[config.mk]
export PLATFORM = sky130hd
export DESIGN_NAME = pipe_stage_reg_flat
export DESIGN_NICKNAME = d
export VERILOG_FILES = /design/src/rtl/pipe_stage_reg_if.sv /design/src/rtl/pipe_stage_reg.sv /design/src/flat_wrapper.sv
export SDC_FILE = /design/constraint.sdc
export NUM_CORES = 1
export LEC_CHECK = 0
export ABC_AREA = 0
export CAP_MARGIN = 20
export CORE_MARGIN = 10
export CORE_UTILIZATION = 35
export DETAILED_ROUTE_END_ITERATION = 10
export PLACE_DENSITY = 0.8
export RECOVER_POWER = 100
export SLEW_MARGIN = 0
export SYNTH_ARGS = -nofsm -noshare
export SYNTH_HDL_FRONTEND = slang
export SYNTH_SLANG_ARGS = --single-unit
export TNS_END_PERCENT = 10
[constraint.sdc]
create_clock -name clk -period 2.45 [get_ports clk]
set_clock_uncertainty 0.1 [all_clocks]
set_input_delay 0.3675 -clock clk [delete_from_list [all_inputs] [get_ports clk]]
set_output_delay 0.3675 -clock clk [all_outputs]
set_load 0.01 [all_outputs]
[src/rtl/pipe_stage_reg_if.sv]
// pipe_stage_reg_if: handshake bundle for one pipeline stage.
// The upstream side (in_*) and downstream side (out_*) are grouped together
// along with the flush squash line, so a stage and its driver share one port.
//
// Handshake rule (both sides): a beat transfers on a rising clk edge exactly
// when valid and ready are both high in the preceding cycle. A producer that
// raises valid keeps it and its payload stable until the transfer happens
// (or a flush/reset discards the beat); ready may change freely.
interface pipe_stage_reg_if #(
  parameter int WIDTH      = 32,
  parameter int CTRL_WIDTH = 8
);
  logic                  in_valid;
  logic                  in_ready;
  logic [WIDTH-1:0]      in_data;
  logic [CTRL_WIDTH-1:0] in_ctrl;
  logic                  flush;
  logic                  out_valid;
  logic                  out_ready;
  logic [WIDTH-1:0]      out_data;
  logic [CTRL_WIDTH-1:0] out_ctrl;

  // Driver side: upstream producer plus downstream consumer.
  modport master (
    output in_valid, in_data, in_ctrl, flush, out_ready,
    input  in_ready, out_valid, out_data, out_ctrl
  );

  // The pipeline stage itself.
  modport slave (
    input  in_valid, in_data, in_ctrl, flush, out_ready,
    output in_ready, out_valid, out_data, out_ctrl
  );
endinterface

[src/rtl/pipe_stage_reg.sv]
// pipe_stage_reg: one pipeline register stage with valid/ready flow control,
// flush squash, control-bit gating on bubbles and a saturating stall counter.
//
// Build option: define PIPE_STAGE_SKID_EN to get a two-entry skid stage
// (EMPTY/BUSY/FULL) with a registered in_ready. Without it the stage is a
// single register (EMPTY/BUSY) whose in_ready is !out_valid | out_ready.
//
// fsm_state exposes the state encoding: 0 = EMPTY, 1 = BUSY, 2 = FULL.
module pipe_stage_reg #(
  parameter int WIDTH      = 32,
  parameter int CTRL_WIDTH = 8
) (
  input  logic             clk,
  input  logic             rst,
  pipe_stage_reg_if.slave  bus,
  output logic [15:0]      stall_count,
  output logic [1:0]       fsm_state
);

  typedef enum logic [1:0] {
    EMPTY = 2'd0,
    BUSY  = 2'd1,
    FULL  = 2'd2
  } state_t;

  state_t                state;
  logic                  out_valid_q;
  logic [WIDTH-1:0]      main_data;
  logic [CTRL_WIDTH-1:0] main_ctrl;
  logic                  in_fire;
  logic                  out_fire;

  assign in_fire  = bus.in_valid & bus.in_ready;
  assign out_fire = out_valid_q & bus.out_ready;

`ifdef PIPE_STAGE_SKID_EN

  logic [WIDTH-1:0]      skid_data;
  logic [CTRL_WIDTH-1:0] skid_ctrl;
  logic                  in_ready_q;

  // Skid FSM: main register feeds the output, skid catches the one beat that
  // arrives while in_ready was still high but downstream stalled.
  always_ff @(posedge clk) begin
    if (rst) begin
      state       <= EMPTY;
      out_valid_q <= 1'b0;
      in_ready_q  <= 1'b1;
      main_data   <= '0;
      main_ctrl   <= '0;
      skid_data   <= '0;
      skid_ctrl   <= '0;
    end else if (bus.flush) begin
      // Squash everything held; a same-cycle input beat is dropped too.
      state       <= EMPTY;
      out_valid_q <= 1'b0;
      in_ready_q  <= 1'b1;
    end else begin
      case (state)
        EMPTY: begin
          if (in_fire) begin
            main_data   <= bus.in_data;
            main_ctrl   <= bus.in_ctrl;
            state       <= BUSY;
            out_valid_q <= 1'b1;
          end
        end
        BUSY: begin
          if (in_fire && out_fire) begin
            main_data <= bus.in_data;
            main_ctrl <= bus.in_ctrl;
          end else if (in_fire) begin
            skid_data  <= bus.in_data;
            skid_ctrl  <= bus.in_ctrl;
            state      <= FULL;
            in_ready_q <= 1'b0;
          end else if (out_fire) begin
            state       <= EMPTY;
            out_valid_q <= 1'b0;
          end
        end
        FULL: begin
          if (out_fire) begin
            main_data  <= skid_data;
            main_ctrl  <= skid_ctrl;
            state      <= BUSY;
            in_ready_q <= 1'b1;
          end
        end
        default: begin
          state       <= EMPTY;
          out_valid_q <= 1'b0;
          in_ready_q  <= 1'b1;
        end
      endcase
    end
  end

  // in_ready comes straight from a flop: no path from out_ready.
  assign bus.in_ready = in_ready_q;

`else

  // Single-register FSM: a new beat may replace the held one in the same
  // cycle it leaves, so throughput is full at the cost of a comb in_ready.
  always_ff @(posedge clk) begin
    if (rst) begin
      state       <= EMPTY;
      out_valid_q <= 1'b0;
      main_data   <= '0;
      main_ctrl   <= '0;
    end else if (bus.flush) begin
      state       <= EMPTY;
      out_valid_q <= 1'b0;
    end else begin
      case (state)
        EMPTY: begin
          if (in_fire) begin
            main_data   <= bus.in_data;
            main_ctrl   <= bus.in_ctrl;
            state       <= BUSY;
            out_valid_q <= 1'b1;
          end
        end
        BUSY: begin
          if (in_fire) begin
            main_data <= bus.in_data;
            main_ctrl <= bus.in_ctrl;
          end else if (out_fire) begin
            state       <= EMPTY;
            out_valid_q <= 1'b0;
          end
        end
        default: begin
          state       <= EMPTY;
          out_valid_q <= 1'b0;
        end
      endcase
    end
  end

  // Room exists if nothing is held or the held beat leaves this cycle.
  assign bus.in_ready = ~out_valid_q | bus.out_ready;

`endif

  assign bus.out_valid = out_valid_q;
  assign bus.out_data  = main_data;
  // A bubble must never enable a downstream unit, so ctrl is gated by valid.
  assign bus.out_ctrl  = out_valid_q ? main_ctrl : '0;
  assign fsm_state     = state;

  // Back-pressure counter: counts stalled cycles, saturates, ignores flush.
  always_ff @(posedge clk) begin
    if (rst) begin
      stall_count <= '0;
    end else if (out_valid_q && !bus.out_ready && (stall_count != 16'hFFFF)) begin
      stall_count <= stall_count + 16'd1;
    end
  end

endmodule

[src/flat_wrapper.sv]
// flat-port wrapper written by rule: the top's interface ports become plain ports
module pipe_stage_reg_flat 
#(
  parameter int WIDTH      = 32,
  parameter int CTRL_WIDTH = 8
)
  (clk, rst, stall_count, fsm_state, bus_in_valid, bus_in_data, bus_in_ctrl, bus_flush, bus_out_ready, bus_in_ready, bus_out_valid, bus_out_data, bus_out_ctrl);
  pipe_stage_reg_if #(.WIDTH(WIDTH), .CTRL_WIDTH(CTRL_WIDTH)) bus_i ();
  input  logic clk;
  input  logic rst;
  output logic [15:0] stall_count;
  output logic [1:0] fsm_state;
  input wire logic [$bits(bus_i.in_valid)-1:0] bus_in_valid;
  input wire logic [$bits(bus_i.in_data)-1:0] bus_in_data;
  input wire logic [$bits(bus_i.in_ctrl)-1:0] bus_in_ctrl;
  input wire logic [$bits(bus_i.flush)-1:0] bus_flush;
  input wire logic [$bits(bus_i.out_ready)-1:0] bus_out_ready;
  output wire logic [$bits(bus_i.in_ready)-1:0] bus_in_ready;
  output wire logic [$bits(bus_i.out_valid)-1:0] bus_out_valid;
  output wire logic [$bits(bus_i.out_data)-1:0] bus_out_data;
  output wire logic [$bits(bus_i.out_ctrl)-1:0] bus_out_ctrl;
  assign bus_i.in_valid = bus_in_valid;
  assign bus_i.in_data = bus_in_data;
  assign bus_i.in_ctrl = bus_in_ctrl;
  assign bus_i.flush = bus_flush;
  assign bus_i.out_ready = bus_out_ready;
  assign bus_in_ready = bus_i.in_ready;
  assign bus_out_valid = bus_i.out_valid;
  assign bus_out_data = bus_i.out_data;
  assign bus_out_ctrl = bus_i.out_ctrl;
  pipe_stage_reg #(.WIDTH(WIDTH), .CTRL_WIDTH(CTRL_WIDTH)) u_core (.clk(clk), .rst(rst), .bus(bus_i), .stall_count(stall_count), .fsm_state(fsm_state));
endmodule
* Word-level counts from Yosys, hierarchy flattened
Index checks and enable logic that the tools add are counted.
** Operators by class
- Reductions and logical operators :: 8
- Multiplexer cells :: 9
- Bitwise gates (word level) :: 5
- Add/sub/neg operators :: 1
- Eq/ne operators :: 5
** Operator list (number)
- adder 16 x 1 -> 16 bit (second input constant) :: 1
- != test 16 bit (second input constant) :: 1
- 2-to-1 mux 8 bit :: 1
- 2-to-1 mux 2 bit :: 3
- AND reduction 3 bit :: 2
- != test 2 x 1 -> 1 bit (second input constant) :: 2
- one-hot mux 2 bit (2 select lines) :: 1
- OR reduction 2 bit :: 2
- 2-to-1 mux 1 bit :: 3
- bitwise AND 1 bit :: 2
- equality test 2 x 1 -> 1 bit (second input constant) :: 1
- logical AND 1 bit :: 2
- zero test 2 bit :: 1
- != test 2 bit (second input constant) :: 1
- inverter 1 bit :: 2
- one-hot mux 1 bit (2 select lines) :: 1
- zero test 1 bit :: 1
- OR 1 bit :: 1
** Storage, ports and cells
- Logic and storage cells :: 33
- Flip-flop bits (word level) :: 59
- Output and inout port bits :: 60

* Depth between registers and ports, before layout
Gate-level depths: netlist (run 1).
- Depth in word-level cells :: 5
- Gate-level depth with buffers :: 7
- Mapped depth without buffers :: 5

* Least setup slack after synthesis (run 1)
No wires, ideal clock.
- Path kind :: reg-to-reg
- From :: reg, netlist name u_core.fsm_state[0]
- To :: reg u_core.stall_count[15]
- Stages on the path, launching flop included :: 8
- Period minus slack after synthesis :: 2.056 ns
- Buffers on the path :: 2
- Path slack :: 0.394 ns
- Arrival time :: 1.885 ns
- Setup time :: 0.070 ns
- Cell sequence :: dfxtp_1 > and2b_1 > buf_4 > inv_2 > or3_1 > clkbuf_2 > or4_1 > a21oi_1
** RTL lines
- end signal, assigned :: line pipe_stage_reg.sv:158 : stall_count <= stall_count + 16'd1;
- end, declared :: line pipe_stage_reg.sv:16 : output logic [15:0] stall_count,

* Worst setup path after layout (run 1)
- From :: in bus_out_ready
- To :: out bus_in_ready
** On the way
- Longest elaborated chain between the ends :: 1
** Ends and longest elaborated chain
- start, declared :: line flat_wrapper.sv:17 : input wire logic [$bits(bus_i.out_ready)-1:0] bus_out_ready;
- OR 1 bit :: line pipe_stage_reg.sv:143 : assign bus.in_ready = ~out_valid_q | bus.out_ready;
- end, declared :: line flat_wrapper.sv:18 : output wire logic [$bits(bus_i.in_ready)-1:0] bus_in_ready;
Every way passes these cells.

==> reports/results.tsv, run 1 <==
stage	metric	value	unit
finish	antenna_cells	0	
global_route	grt_max_degree	41	
die	die_area	0.0101	mm2
clock_tree	cts_root_buf	clkbuf_8	
critical_path	cp-start-kind	primary input	
logic_synthesis	synth-main-ff-cell	dfxtp_1	
clock_tree	htree_levels	3	
drt	drt_wl_total	6.77	mm
power_and_ir_drop	power.leakage	0.00144	uW
global_route	grtUsageTotal	13.5	%
drt	first_pass_iters	4	
placement	dpl.hpwl	4.99	mm
logic_synthesis	synth_edf_count	0	
power_and_ir_drop	p_int	1600	uW
sta	setup_viol	0	
logic_synthesis	syn_nets	328	
critical_path	crit_path_end_kind	output port	
clock_tree	clk_pin_slew	0.06	ns
sta	maxSlewViolCount	0	
clock_tree	cts_tree	done	
power_and_ir_drop	power_frac_seq	47.2	%
finish	fin_area	0.00358	mm2
finish	register_area	0.00114	mm2
logic_synthesis	synth.ff_latch_count	57	
placement	place_area	0.00340	mm2
logic_synthesis	synth_cells	282	
drt	drc_errors	0	
logic_synthesis	ys_types	32	
finish	layout-drive-gt1-share	6.92	%
global_route	use_met1	14.8	%
clock_tree	cts_resized	0	
placement	gp_congestion	0.828	
global_route	grt_pass1_wl	11.4	mm
critical_path	critPathArrivalTime	1.81	ns
die	initial_core_util	35.8	%
power_and_ir_drop	swShare	22.3	%
drt	vias	2292	
die	core_region_area	0.00631	mm2
logic_synthesis	yosys_warnings	0	
sta	finalCritPeriodShare	93.1	%
clock_tree	clk_latency	0.32	ns
logic_synthesis	seq_area_frac_synth	50.5	%
critical_path	cp.required	1.98	ns
global_route	grt_pass1_vias	2267	
sta	holdWs	0.351	ns
finish	fillCellCount	591	
sta	fin_ws	0.169	ns
hold_path	hold_path_class	flop to flop	
critical_path	critical_path_class	primary input to output port	
finish	multi_input_area	0.00104	mm2
power_and_ir_drop	p_sw	459	uW
die	die_height	100	um
sta	clock.fmax	0.438	GHz
drt	ant_nets	0	
die	fp-row-count	29	
clock_tree	cts_sinks	57	
drt	drt_iter0_drc	135	
sta	tightest_slew	0.790	ns
logic_synthesis	syn_area_per_cell	8.01	um2
global_route	busiest_layer	met2	
power_and_ir_drop	pwr-share-comb	10.8	%
die	io-pin-count	105	
placement	pre_cts_ws	0.128	ns
clock_tree	hold_buffers	0	
power_and_ir_drop	ir_drop	0.502	mV
sta	rsz0062_at_grt	false	
power_and_ir_drop	powerDensity	575	mW/mm2
logic_synthesis	syn_area	0.00226	mm2
run	drv_cap	0	
finish	syn2layout_area_growth	58.5	%
finish	nNetsFinal	432	
clock_tree	clk_path_buf_depth	2	
sta	hold_violations	0	
sta	post-route-min-period	2.28	ns
global_route	met2_usage	21.9	%
power_and_ir_drop	clockPowerShare	41.9	%
sta	maxSlewHeadroom	47.3	%
drt	wl_per_cell	14.5	um
global_route	met3_usage	6.46	%
logic_synthesis	synthArstFlopShare	0	%
placement	port_buffers	103	
drt	via_per_inst	4.91	
die	die_w	100	um
critical_path	cp_max_fo	7	
global_route	overflow	0	
sta	setup-tns-final	0	ns
clock_tree	cts_buffers	9	
global_route	antenna_found_initial	0	
status	outcome	finished, final reports clean	
clock_tree	post_cts_buffers	0	
==> layout make-up <==
| class | instances | area share [%] |
|---|---|---|
| timing repair buffer | 112 | 31.0 |
| inverter | 1 | 0.105 |
| tap | 77 | 2.69 |
| multi-input combinational | 205 | 28.9 |
| clock buffer | 12 | 4.33 |
| clock inverter | 3 | 1.12 |
| sequential | 57 | 31.9 |
==> cells in the final DEF (no fill, tap or decap), types with 3 or more instances in the layout <==
cell	netlist	routed
nand2_1	85	85
or3_1	6	6
clkbuf_8	0	11
dfxtp_1	57	57
o21ai_0	6	6
clkdlybuf4s50_1	0	43
clkbuf_1	15	3
a21oi_1	52	52
o31ai_1	5	5
and2_1	9	9
nand4_1	6	6
dlygate4sd3_1	0	59
nor2_1	5	5
buf_4	3	4
nor3_1	3	3
or4_1	5	5
==> routing by layer <==
metal / up-vias / share of wire (%)
li1: 1172 / -
met1: 1030 / 40
met2: 79 / 49
met3: 11 / 10
met4: 0 / 1.5
met5: - / 0
==> critical path, stage by stage <==
cell             delay, ns
dlygate4sd3_1         0.52
and2b_1               0.20
inv_2                 0.06
buf_4                 0.13
clkdlybuf4s50_1       0.54
==> power by group through the flow <==
stage | Sequential (uW) | Combinational (uW) | Clock, uW
floorplan | 1010 | 73.1 | 0
global placement | 993 | 235 | 0
detailed placement | 995 | 238 | 0
CTS | 974 | 239 | 887
global route | 976 | 246 | 943
finish | 973 | 223 | 864
==> kinds of logic after synthesis <==
| family | synth area share, % |
|---|---|
| simple gates | 28.4 |
| compound gates | 15.3 |
| flops | 50.5 |
| buf+inv | 3.88 |
| xor+xnor | 0.775 |
| fa+ha+maj | 0.554 |
| other cells | 0.166 |
| mux | 0.498 |
==> cells in the mapped netlist, types with 2 or more instances <==
cell type,instances,area [um2]
and4_1,2,17.5
a21oi_1,52,260
clkbuf_1,15,56.3
buf_4,3,22.5
nand3_1,2,10.0
nor3_1,3,15.0
xor2_1,2,17.5
nor3b_1,2,15.0
nand3b_1,2,15.0
o31ai_1,5,37.5
or3_1,6,37.5
and2_1,9,56.3
nor2_1,5,18.8
o21ai_0,6,30.0
dfxtp_1,57,1140
nand2_1,85,319
or4_1,5,37.5
nand4_1,6,37.5
and3_1,2,12.5
==> through the flow <==
stage          util (%)  cells  total power, uW
4_1_cts            56.9    467             2100
5_1_grt            56.7    467             2170
3_3_place_gp       53.8    452             1230
3_5_place_dp       53.8    452             1230
6_report           56.7    467             2060
2_1_floorplan         -    282             1080
==> state kept, by name, summed over array words and instances, names as in the netlist <==
| register | cells |
|---|---|
| u_core.main_ctrl | 8 |
| u_core.stall_count | 16 |
| u_core.fsm_state | 1 |
| u_core.bus.out_data | 32 |
==> worst paths after layout <==
kind,slack [ns],from,cells past startpoint,endpoint
hold reg to reg,0.35,u_core.main_ctrl[2],2,u_core.main_ctrl[2]
hold / removal,0.35,u_core.main_ctrl[2],2,u_core.main_ctrl[2]
setup / recovery,0.17,bus_out_ready,5,bus_in_ready
setup reg to reg,0.48,u_core.stall_count[13],5,u_core.stall_count[11]
(Power assumes the default switching activity.)
==> run 2, diff against run 1 <==
==> constraint.sdc (replaced) <==
create_clock -name clk -period 2.45 [get_ports clk]
set_clock_uncertainty 0.1 [all_clocks]
set_input_delay 0.3675 -clock clk [delete_from_list [all_inputs] [get_ports clk]]
set_output_delay 0.3675 -clock clk [all_outputs]
set_load 0.05 [all_outputs]
==> reports/results.tsv, run 2 (synthesis results as in run 1) <==
stage	metric	value	unit	change
status	outcome	finished, final reports clean		
finish	layout-drive-gt1-share	6.15	%	-0.77 points
sta	tightest_slew	0.642	ns	-0.148 ns
drt	drt_iter0_drc	58		-57%
finish	layout_common_cells	nand2_1 (85), dlygate4sd3_1 (59), dfxtp_1 (56), a21oi_1 (52), clkdlybuf4s50_1 (42)		
finish	nNetsFinal	431		-0.23%
drt	wl_per_cell	14.9	um	+2.9%
placement	dpl.hpwl	5.13	mm	+2.8%
die	die_area	0.0101	mm2	unchanged
critical_path	r2r_start	u_core.stall_count[4]		
critical_path	critPathArrivalTime	1.75	ns	-0.06 ns
critical_path	cp_slowest_stage_delay	0.88	ns	+0.34 ns
clock_tree	post_cts_buffers	0		unchanged
sta	maxSlewViolCount	0		unchanged
power_and_ir_drop	fin_total_pwr	2500	uW	+21%
critical_path	slowest_stage	dlygate4sd3_1		
finish	final_common_cell	nand2_1		
power_and_ir_drop	power.leakage	0.00147	uW	+1.7%
drt	drt_wl_total	6.96	mm	+2.9%
drt	ant_nets	0		unchanged
sta	post-route-min-period	2.22	ns	-0.0647 ns
global_route	antenna_found_initial	0		unchanged
finish	antenna_cells	0		unchanged
finish	multi_input_area	0.00102	mm2	-1.1%
drt	via_per_inst	4.93		+0.48%
critical_path	crit_chain	and2_1 > dlygate4sd3_1		
placement	port_buffers	103		unchanged
die	fp-row-count	29		unchanged
die	die_w	100	um	unchanged
drt	first_pass_iters	4		unchanged
global_route	grt_max_degree	41		unchanged
clock_tree	cts_tree	done		
clock_tree	cts_root_buf	clkbuf_8		
drt	vias	2303		+0.48%
critical_path	cp-start-kind	flop		
hold_path	hp-start	u_core.bus.out_data[31]		
placement	gp_congestion	0.830		+0.30%
finish	largest_register_ffs	32		unchanged
clock_tree	cts_sinks	57		unchanged
clock_tree	cts_resized	0		unchanged
critical_path	critical_path_class	flop to output port		
power_and_ir_drop	powerDensity	685	mW/mm2	+19%
global_route	grt_pass1_wl	11.2	mm	-1.5%
finish	register_area	0.00114	mm2	+0.11%
finish	syn2layout_area_growth	61.2	%	
finish	fillCellCount	570		-3.6%
sta	setup_viol	0		unchanged
global_route	grt_pass1_vias	2254		-0.57%
critical_path	cp_max_fo	11		+4
clock_tree	hold_buffers	0		unchanged
global_route	overflow	0		unchanged
clock_tree	cts_buffers	9		unchanged
critical_path	cp.required	1.98	ns	about the same
finish	final_util	57.7	%	+0.99 points
power_and_ir_drop	ir_drop	0.423	mV	-16%
die	die_height	100	um	unchanged
die	core_region_area	0.00631	mm2	unchanged
sta	clock.fmax	0.451	GHz	+2.9%
sta	setup-tns-final	0	ns	unchanged
clock_tree	htree_levels	3		unchanged
drt	drc_errors	0		unchanged
die	initial_core_util	35.8	%	unchanged
sta	maxSlewHeadroom	57.2	%	+9.9 points
critical_path	crit_path_end_kind	output port		
run	drv_cap	0		unchanged
critical_path	r2r_setup_slack	0.32	ns	-0.16 ns
clock_tree	clk_path_buf_depth	2		unchanged
sta	finalCritPeriodShare	90.4	%	-2.6 points
clock_tree	clk_latency	0.33	ns	about the same
critical_path	worstSetupStartpoint	u_core.fsm_state[0]		
hold_path	hold_path_class	flop to flop		
die	io-pin-count	105		unchanged
sta	hold_violations	0		unchanged
clock_tree	clk_pin_slew	0.06	ns	about the same
global_route	grtUsageTotal	13.7	%	+0.17 points
sta	rsz0062_at_grt	false		
## run 2: worst paths after layout
path / end / cells past startpoint
max: bus_out_ctrl[0] / 2
min: u_core.bus.out_data[31] / 2
max reg2reg: u_core.stall_count[11] / 5
min reg2reg: u_core.bus.out_data[31] / 2
## run 2: routing by layer
metal / global-route usage (%) / wire (um) / vias up
met2: 22.9 / 3490 / 81
met1: 14.5 / 2820 / 1046
met4: 6.52 / 40 / 0
li1: - / - / 1172
met3: 5.84 / 614 / 4
met5: 0 / 0 / -
## run 2: worst max-delay path: cells and delay by family (launching register included)
| kind | cells | cell delay, ns |
|---|---|---|
| DFF | 1 | 0.40 |
| and+or+nand+nor | 1 | 0.14 |
| buffers and inverters | 1 | 0.88 |
## run 2: per-stage QoR
stage	setup slack [ns]	std cells	cell area, um2	hold slack [ns]
2_1_floorplan	0.204	282	2260	0.332
3_3_place_gp	0.130	451	3410	0.338
3_5_place_dp	0.0951	451	3410	0.346
4_1_cts	0.263	467	3690	0.354
5_1_grt	0.132	467	3640	0.370
6_report	0.234	467	3640	0.350
## run 2: final cells by class
cell class / instances / share of cell area (%)
clock buffer: 11 / 4.16
clock inverter: 5 / 3.43
inverter: 1 / 0.103
multi-input combinational: 205 / 28.1
sequential: 57 / 31.4
tap: 77 / 2.64
timing repair buffer: 111 / 30.2
## run 2: report_power, final
part / switching [uW] / internal (uW) / total (uW)
combinational: 185 / 127 / 312
sequential: 15.7 / 959 / 974
clock: 378 / 833 / 1210
==> run 3, diff against run 2 <==
--- a/config.mk
+++ b/config.mk
@@ -11,7 +11,7 @@
 export CORE_UTILIZATION = 35
 export DETAILED_ROUTE_END_ITERATION = 10
 export PLACE_DENSITY = 0.8
-export RECOVER_POWER = 100
+export RECOVER_POWER = 25
 export SLEW_MARGIN = 0
 export SYNTH_ARGS = -nofsm -noshare
 export SYNTH_HDL_FRONTEND = slang
==> reports/results.tsv, run 3 (synthesis results as in run 1) <==
stage	metric	value	unit	change
finish	final_common_cell	clkdlybuf4s50_1		
clock_tree	cts_resized	0		unchanged
drt	wl_per_cell	15.0	um	+0.45%
critical_path	cp-endpoint	u_core.stall_count[5]		
global_route	grt_pass1_vias	2254		unchanged
global_route	grt_max_degree	41		unchanged
sta	tightest_slew	0.644	ns	+0.00241 ns
finish	largest_register_ffs	32		unchanged
die	initial_core_util	35.8	%	unchanged
clock_tree	clk_path_buf_depth	2		unchanged
finish	antenna_cells	0		unchanged
critical_path	cp.required	2.60	ns	+0.62 ns
drt	via_per_inst	4.92		-0.17%
critical_path	critPathArrivalTime	2.33	ns	+0.58 ns
global_route	grt_pass1_wl	11.2	mm	unchanged
run	drv_cap	0		unchanged
critical_path	crit_path_end_kind	flop		
sta	rsz0062_at_grt	false		
sta	clock.fmax	0.458	GHz	+1.6%
finish	register_area	0.00114	mm2	unchanged
sta	post-route-min-period	2.18	ns	-0.0345 ns
status	outcome	finished, final reports clean		
drt	ant_nets	0		unchanged
drt	first_pass_iters	4		unchanged
clock_tree	clk_pin_slew	0.06	ns	about the same
clock_tree	hold_buffers	0		unchanged
sta	maxSlewHeadroom	57.1	%	-0.16 points
critical_path	worstSetupStartpoint	bus_out_ready		
die	core_region_area	0.00631	mm2	unchanged
power_and_ir_drop	ir_drop	0.425	mV	+0.33%
die	fp-row-count	29		unchanged
sta	setup_viol	0		unchanged
hold_path	hold_depth	2		unchanged
finish	fillCellCount	569		-0.18%
die	die_area	0.0101	mm2	unchanged
finish	layout_common_cells	clkdlybuf4s50_1 (100), nand2_1 (85), dfxtp_1 (56), a21oi_1 (52), clkbuf_8 (11)		
drt	vias	2299		-0.17%
finish	syn2layout_area_growth	62.1	%	
clock_tree	cts_sinks	57		unchanged
die	die_w	100	um	unchanged
drt	drc_errors	0		unchanged
clock_tree	clk_latency	0.33	ns	about the same
critical_path	critical_path_class	primary input to flop		
finish	nNetsFinal	431		unchanged
power_and_ir_drop	fin_total_pwr	2510	uW	+0.41%
global_route	grtUsageTotal	13.7	%	unchanged
sta	hold_violations	0		unchanged
clock_tree	htree_levels	3		unchanged
sta	setup-tns-final	0	ns	unchanged
sta	maxSlewViolCount	0		unchanged
critical_path	r2r-end	u_core.stall_count[11]		
finish	multi_input_area	0.00102	mm2	unchanged
clock_tree	cts_root_buf	clkbuf_8		
sta	finalCritPeriodShare	89.0	%	-1.4 points
placement	dpl.hpwl	5.13	mm	unchanged
placement	port_buffers	103		unchanged
die	io-pin-count	105		unchanged
global_route	overflow	0		unchanged
critical_path	r2r_start	u_core.stall_count[4]		
placement	gp_congestion	0.830		unchanged
clock_tree	cts_buffers	9		unchanged
power_and_ir_drop	power.leakage	0.00129	uW	-12%
critical_path	reg2regPathDepth	5		unchanged
drt	drt_iter0_drc	65		+12%
global_route	antenna_found_initial	0		unchanged
finish	layout-drive-gt1-share	6.67	%	+0.51 points
hold_path	hold_path_class	flop to flop		
die	die_height	100	um	unchanged
critical_path	cp-start-kind	primary input		
clock_tree	cts_tree	done		
power_and_ir_drop	powerDensity	685	mW/mm2	-0.11%
drt	drt_wl_total	6.99	mm	+0.45%
clock_tree	post_cts_buffers	0		unchanged
critical_path	cp_max_fo	7		-4
critical_path	r2r_setup_slack	0.29	ns	-0.03 ns
[run 3: layer usage]
metal / vias to the layer above / part of all wire [%] / GRT usage [%]
li1: 1166 / - / -
met1: 1045 / 40 / 14.5
met2: 84 / 50 / 22.9
met3: 4 / 9.2 / 5.84
met4: 0 / 0.77 / 6.52
met5: - / 0 / 0
[run 3: cell type report]
type | count | area share, %
multi-input combinational | 205 | 28.0
tap | 77 | 2.63
timing repair buffer | 111 | 30.5
clock inverter | 5 | 3.42
inverter | 1 | 0.102
clock buffer | 11 | 4.13
sequential | 57 | 31.2
[run 3: through the flow]
stage          worst slack [ns]  hold slack [ns]  cells  utilization (%)  cell area, um2
6_report                  0.269            0.352    467             58.0            3660
4_1_cts                   0.263            0.354    467             58.4            3690
5_1_grt                   0.119            0.372    467             58.0            3660
3_5_place_dp             0.0951            0.346    451             54.0            3410
3_3_place_gp              0.130            0.338    451             54.0            3410
2_1_floorplan             0.204            0.332    282                -            2260
[run 3: how the worst min path moves through the flow]
| stage | start | slack, ns | end |
|---|---|---|---|
| after floorplan | u_core.main_ctrl[0] | 0.33 | u_core.main_ctrl[0] |
| after global placement | u_core.main_ctrl[4] | 0.34 | u_core.main_ctrl[4] |
| after detailed placement | u_core.bus.out_data[31] | 0.35 | u_core.bus.out_data[31] |
| after CTS | u_core.bus.out_data[25] | 0.35 | u_core.bus.out_data[25] |
| after global routing | u_core.bus.out_data[8] | 0.37 | u_core.bus.out_data[8] |
| final | u_core.main_ctrl[0] | 0.35 | u_core.main_ctrl[0] |
[run 3: critical path, cell delays in order]
cell           delay, ns
dlygate4sd3_1       0.53
and2b_1             0.22
inv_2               0.04
clkbuf_1            0.17
or2_2               0.36
or4_1               0.47
a21oi_1             0.17
[run 3: where the power goes]
part | leakage, uW | internal [uW] | switching, uW
sequential | 0.000464 | 959 | 17.1
combinational | 0.000687 | 138 | 185
clock | 0.000140 | 833 | 375
total | 0.00129 | 1930 | 578
